===== src/rtl/alu_operand_stage.sv =====
// ALU operand stage: selects and forwards the two ALU operands, stalls on in-flight
// forwarding results, and registers the operand pair behind a valid/ready handshake.
module alu_operand_stage #(
    parameter int unsigned XLEN    = 32,
    parameter int unsigned NUM_FWD = 2,
    parameter int unsigned CNT_W   = 16
) (
    input  logic                    clk,
    input  logic                    rst_n,
    input  logic                    inValid,
    output logic                    inReady,
    input  logic [1:0]              aluIn1Sel,
    input  logic [1:0]              aluIn2Sel,
    input  logic [4:0]              rs1Addr,
    input  logic [4:0]              rs2Addr,
    input  logic [XLEN-1:0]         regReadData1,
    input  logic [XLEN-1:0]         regReadData2,
    input  logic [XLEN-1:0]         PC,
    input  logic [XLEN-1:0]         imm,
    input  logic [NUM_FWD-1:0]      fwdValid,
    input  logic [NUM_FWD-1:0]      fwdPending,
    input  logic [5*NUM_FWD-1:0]    fwdRd,
    input  logic [XLEN*NUM_FWD-1:0] fwdData,
    input  logic                    flush,
    output logic                    outValid,
    input  logic                    outReady,
    output logic [XLEN-1:0]         aluIn1,
    output logic [XLEN-1:0]         aluIn2,
    output logic [CNT_W-1:0]        stallCount
);

    localparam int unsigned REG_W = 5;
    localparam logic [CNT_W-1:0] CNT_MAX = '1;

    logic [XLEN-1:0] fwd1Data, fwd2Data;
    logic            fwd1Hit, fwd2Hit;
    logic            fwd1Pend, fwd2Pend;
    logic [XLEN-1:0] cand1, cand2;
    logic [XLEN-1:0] op1Res, op2Res;
    logic            use1Fwd, use2Fwd;
    logic            hazard;
    logic            capture;

    // Forward match search; scanning downward lets the lowest index win.
    always_comb begin
        fwd1Data = '0;
        fwd2Data = '0;
        fwd1Hit  = 1'b0;
        fwd2Hit  = 1'b0;
        fwd1Pend = 1'b0;
        fwd2Pend = 1'b0;
        for (int i = NUM_FWD - 1; i >= 0; i--) begin
            if (fwdValid[i] && (fwdRd[i*REG_W +: REG_W] == rs1Addr)) begin
                fwd1Hit  = 1'b1;
                fwd1Data = fwdData[i*XLEN +: XLEN];
                fwd1Pend = fwdPending[i];
            end
            if (fwdValid[i] && (fwdRd[i*REG_W +: REG_W] == rs2Addr)) begin
                fwd2Hit  = 1'b1;
                fwd2Data = fwdData[i*XLEN +: XLEN];
                fwd2Pend = fwdPending[i];
            end
        end
    end

    always_comb begin
        cand1 = '0;
        cand2 = '0;
        case (aluIn1Sel)
            2'b00:   cand1 = regReadData1;
            2'b01:   cand1 = PC;
            default: cand1 = '0;
        endcase
        case (aluIn2Sel)
            2'b00:   cand2 = regReadData2;
            2'b01:   cand2 = imm;
            2'b10:   cand2 = XLEN'(4);
            default: cand2 = '0;
        endcase
    end

    // Register 0 is never forwarded.
    assign use1Fwd = (aluIn1Sel == 2'b00) && (rs1Addr != 5'd0) && fwd1Hit;
    assign use2Fwd = (aluIn2Sel == 2'b00) && (rs2Addr != 5'd0) && fwd2Hit;
    assign op1Res  = use1Fwd ? fwd1Data : cand1;
    assign op2Res  = use2Fwd ? fwd2Data : cand2;

    assign hazard  = (use1Fwd && fwd1Pend) || (use2Fwd && fwd2Pend);
    assign inReady = (!outValid || outReady) && !hazard && !flush;
    assign capture = inValid && inReady;

    // Output pipeline register; flush beats capture, capture beats drain.
    always_ff @(posedge clk or negedge rst_n) begin
        if (!rst_n) begin
            outValid <= 1'b0;
            aluIn1   <= '0;
            aluIn2   <= '0;
        end else if (flush) begin
            outValid <= 1'b0;
        end else if (capture) begin
            outValid <= 1'b1;
            aluIn1   <= op1Res;
            aluIn2   <= op2Res;
        end else if (outReady) begin
            outValid <= 1'b0;
        end
    end

    always_ff @(posedge clk or negedge rst_n) begin
        if (!rst_n) begin
            stallCount <= '0;
        end else if (inValid && hazard && !flush && (stallCount != CNT_MAX)) begin
            stallCount <= stallCount + CNT_W'(1);
        end
    end

endmodule


===== config.mk =====
export PLATFORM = sky130hd
export DESIGN_NAME = alu_operand_stage
export DESIGN_NICKNAME = d
export VERILOG_FILES = /design/src/rtl/alu_operand_stage.sv
export SDC_FILE = /design/constraint.sdc
export NUM_CORES = 1
export LEC_CHECK = 0
export ABC_AREA = 0
export BUFFER_PORTS_ARGS = -buffer_cell sky130_fd_sc_hd__buf_4
export CAP_MARGIN = 10
export CELL_PAD_IN_SITES_DETAIL_PLACEMENT = 0
export CELL_PAD_IN_SITES_GLOBAL_PLACEMENT = 1
export CORE_ASPECT_RATIO = 1.2
export CORE_UTILIZATION = 37
export DETAILED_ROUTE_END_ITERATION = 8
export PLACE_DENSITY_LB_ADDON = 0.1
export SYNTH_ARGS = -nofsm -noshare
export SYNTH_HDL_FRONTEND = slang
export SYNTH_SLANG_ARGS = --single-unit

===== constraint.sdc =====
create_clock -name clk -period 5 [get_ports clk]
set_input_delay 1 -clock clk [delete_from_list [all_inputs] [get_ports clk]]
set_output_delay 1 -clock clk [all_outputs]
set_load 0.01 [all_outputs]

# Yosys cells after proc, flatten, opt, wreduce, memory -nomap -nowiden
# Cells that the tools add are included.
# classes
addsub,1
n_eq_ne,8
mux,19
bitwise,1
reduce_logical,27
# op_table
operator,n
2-to-1 mux 32 bit,6
one-hot mux 32 bit (3 select lines),1
one-hot mux 32 bit (2 select lines),1
equality test 5 bit,4
"adder 16 x 1 -> 16 bit, second input constant",1
logical AND 1 bit,16
"!= test 16 bit, second input constant",1
2-to-1 mux 1 bit,11
nonzero test 5 bit,2
"equality test 2 x 1 -> 1 bit, second input constant",2
logical NOT 2 bit,2
logical NOT 1 bit,3
nonzero test 3 bit,1
"equality test 2 bit, second input constant",1
logical OR 1 bit,2
AND reduction 2 bit,1
NOT 1 bit,1
# totals
reg_bits,81
output_inout_bits,82
wordCells,60

# Depth between registers and ports, before layout
# depth
depth_word,13
mapped_depth,8
mapped_depth_nobuf,6

# Worst setup path after synthesis
# No wires, ideal clock.
# synth_path
path_type,input -> output
from,input port rs2Addr[3]
to,output port inReady
t_arrival_ns,2.434
required_time_ns,4.000
slack_ns,1.566
cell_stages,8
path_buffers,2
path_cell_list,xor2_1 > nor4_1 > and3_1 > buf_4 > mux2_4 > clkbuf_1 > nand3_1 > nor2_1
# synth_via
elab_chain_len,10
# synth_lines
item,line,source
"start, declared",15,"input logic [4:0] rs2Addr,"
equality test 5 bit,58,if (fwdValid[i] && (fwdRd[i*REG_W +: REG_W] == rs2Addr)) begin
logical AND 1 bit,58,
2-to-1 mux 1 bit (2 in series),58,
logical AND 1 bit,84,assign use2Fwd = (aluIn2Sel == 2'b00) && (rs2Addr != 5'd0) && fwd2Hit;
logical AND 1 bit (*),88,assign hazard = (use1Fwd && fwd1Pend) || (use2Fwd && fwd2Pend);
logical OR 1 bit (*),88,
logical NOT 1 bit (*),89,assign inReady = (!outValid || outReady) && !hazard && !flush;
logical AND 1 bit (*) (2 in series),89,
"end, declared",11,"output logic inReady,"
# Every way passes the cells marked *; elsewhere a longest branch is shown, timed or not.

# Final worst setup path
# layout_path
from,input port aluIn2Sel[0]
to,output port inReady
# layout_via
elab_chain_len,8
# layout_lines
item,line,source
"start, declared",13,"input logic [1:0] aluIn2Sel,"
logical NOT 2 bit,84,
logical AND 1 bit (2 in series),84,
logical AND 1 bit,88,
logical OR 1 bit,88,
logical NOT 1 bit,89,
logical AND 1 bit (2 in series),89,
# Every way passes these cells.

==> run metrics <==
DRT iter0 DRCs=about 180; CTS max path bufs=2; ratio of cells with drive above 1 in the final layout=52.9%; Syn. warnings=0; drt first pass iters=4; die span in y=142 microns; worst vdd ir=0.000156 V; combinational family with the most area after synthesis=multiplexers; NumNets Final=1097; Worst EP required=4.00 ns; Starting Density=between 30% and 40%; Slew HR=between 40% and 50%; leading cell types in the layout, fill and taps excluded=buf_4, mux2_2, mux2i_1; Synth Area in Adders=0.207%; PortBufs=306; # rows=50; CTS sink count=just over 80; Post-Route Utilization=between 50% and 60%; Crit Path Max Fanout=34; Area growth syn-to-layout=45.8%; Post-DRT Antenna Nets=0; commonest non-fill, non-tap cell in the layout=buf_4; Worst-path clk slew=0.06 ns; R2R setup slack=2.70 ns; ANT cells=0; synthesized cell area=6040 sq um; power density cells=247 nW/um^2; clk_lat worst skew=0.34 ns; number of CTS-inserted buffers=9; post-synthesis sequential area ratio=33.5%; CP Capture Point=inReady; Synth Area in XOR/XNOR=5.07%; Slew Limit Fails=0; Die ar.=16800 sq um; initial antenna violation count=0; Multi-input gate area=3810 sq um; cell count after synthesis=about 590; DP HPWL=between 15 and 20 mm; maxcap violations=0; Final Hold Fails=0; hold buffers post-CTS=0; mux contribution to synthesized area=40.0%; clk root buf=clkbuf_16; gr usage total=23.4%; routed wire length=between 20 and 25 mm; Reg area=2030 sq um; average cell area after synthesis=10.2 sq um; RSZ-0062 raised after global routing=false; R2R cell count=7; largest net degree at the start of global routing=65; startpoint types=input pin; Setup Fix Bufs, Post-CTS=0; Worst Setup SP=aluIn2Sel[0]; Hold WC Path Type=flip-flop to flip-flop; CTS tree=built; Setup Viol. Count Final=0; Yosys top cell by area=dfrtp_1; Yosys top cell area share=approximately 34%; final worst path period share=73.8%; Static Leak=4.37 nW; routability cong.=~0.87; Unique masters post-synth=35; Reg-to-Reg Start=stallCount[0]; Tmin final=3.69 ns; post-DR vias/cell=~5.2; # DRC=0; critical path arrival=2.69 ns; Die W=between 100 and 150 microns; flops & latches, synth=between 80 and 90; post-CTS sizing=0; status=finished clean; number of fill cells in the layout=roughly 1500; H-tree Lvls=3; vias in the first global route=between 5000 and 6000; first-pass GRT wire length=30.4 mm; Least-Margin Pin Slew=0.889 ns; WL per Instance=between 15 and 20 microns; setup TNS=0 ns; Critical Path Sink Type=output pin; RR Endpoint=stallCount[1]; Post-Syn Nets=817; Synth Area in Compound Gates=8.88%; core area=15800 sq um; total grt overflow=0; fmax=271 MHz; simple-gate area share of the yosys netlist=approximately 8%; I/O pin count=roughly 310; WS Path Type=input pin to output pin; clk_skew=around 0.0066 ns; total number of vias=5677; Synth area leaders=dfrtp_1, mux2_2, mux2i_1
critical path, cell delays in order:
cell      delay, ns
buf_4          0.29
a211oi_1       0.52
nand4_1        0.16
mux2_4         0.40
nand3_1        0.12
nor2_1         0.05
buf_4          0.13
stage by stage:
| step | setup slack [ns] | instances | instance area, sq um | hold slack, ns | total power, W |
|---|---|---|---|---|---|
| global placement | 1.16 | 1068 | 8490 | 0.476 | 0.00146 |
| finish | 1.31 | 1082 | 8810 | 0.494 | 0.00217 |
| CTS | 1.31 | 1082 | 8810 | 0.494 | 0.00220 |
| floorplan | 1.57 | 591 | 6040 | 0.515 | 0.00109 |
| global route | 1.15 | 1082 | 8810 | 0.510 | 0.00227 |
| detailed placement | 1.03 | 1068 | 8490 | 0.481 | 0.00147 |
how the worst min path moves through the flow:
stage / from / endpoint / slack [ns] / cells after the start
floorplan: stallCount[5] / stallCount[5] / 0.51 / 1
global placement: stallCount[9] / stallCount[9] / 0.48 / 1
detailed placement: stallCount[11] / stallCount[11] / 0.48 / 1
CTS: stallCount[11] / stallCount[11] / 0.49 / 1
global route: stallCount[11] / stallCount[11] / 0.51 / 1
finish: stallCount[9] / stallCount[9] / 0.49 / 1
routing by layer:
metal	global-route usage [%]	vias to the layer above	share of wire [%]
li1	-	2711	-
met5	0	-	0
met2	41.7	226	51
met1	26.6	2704	40
met3	5.01	36	6.1
met4	11.5	0	3.2
synth_stat cells:
cell / n
buf_2: 9
o21ai_0: 2
mux2_4: 1
a21oi_1: 35
xnor2_1: 12
a31oi_1: 32
nor3_1: 3
inv_1: 3
nand4_4: 1
buf_1: 7
nand4_1: 4
and4_1: 1
o22ai_1: 1
ha_1: 1
nor2_1: 67
nor4_1: 2
buf_6: 6
clkbuf_1: 26
and2_1: 2
mux2_1: 5
xor2_1: 23
a211oi_1: 15
nand3_1: 11
o21ai_1: 1
nor2b_1: 1
and3_1: 7
nand2b_1: 1
buf_4: 1
o211ai_2: 1
o31ai_1: 1
dfrtp_1: 81
nand2_1: 8
o21a_1: 1
mux2i_1: 97
mux2_2: 122
logic make-up (layout without fill, tap and decap cells):
family	after synthesis	count (layout)
flip-flops	81	81
buffers and inverters	52	335
multiplexers	225	225
adder cells (fa/ha/maj)	1	1
AO/OA/AOI/OAI	89	89
AND/OR/NAND/NOR	108	108
XOR/XNOR	35	35
report_power, final:
group          internal (W)  switching [W]
Sequential         0.000743      0.0000513
Combinational      0.000377       0.000286
Clock              0.000458       0.000257
registers in the layout (all words and copies together), names as in the netlist:
| name | flops |
|---|---|
| aluIn1 | 32 |
| aluIn2 | 32 |
| outValid | 1 |
| stallCount | 16 |
cell type report:
cell class                 instances  share of cell area [%]
tap                              208                    2.95
timing repair buffer             318                    27.1
inverter                           3                   0.128
multi-input combinational        458                    43.2
clock buffer                      11                    2.87
clock inverter                     3                   0.739
sequential                        81                    23.0
Power figures use the tool's default switching activity.
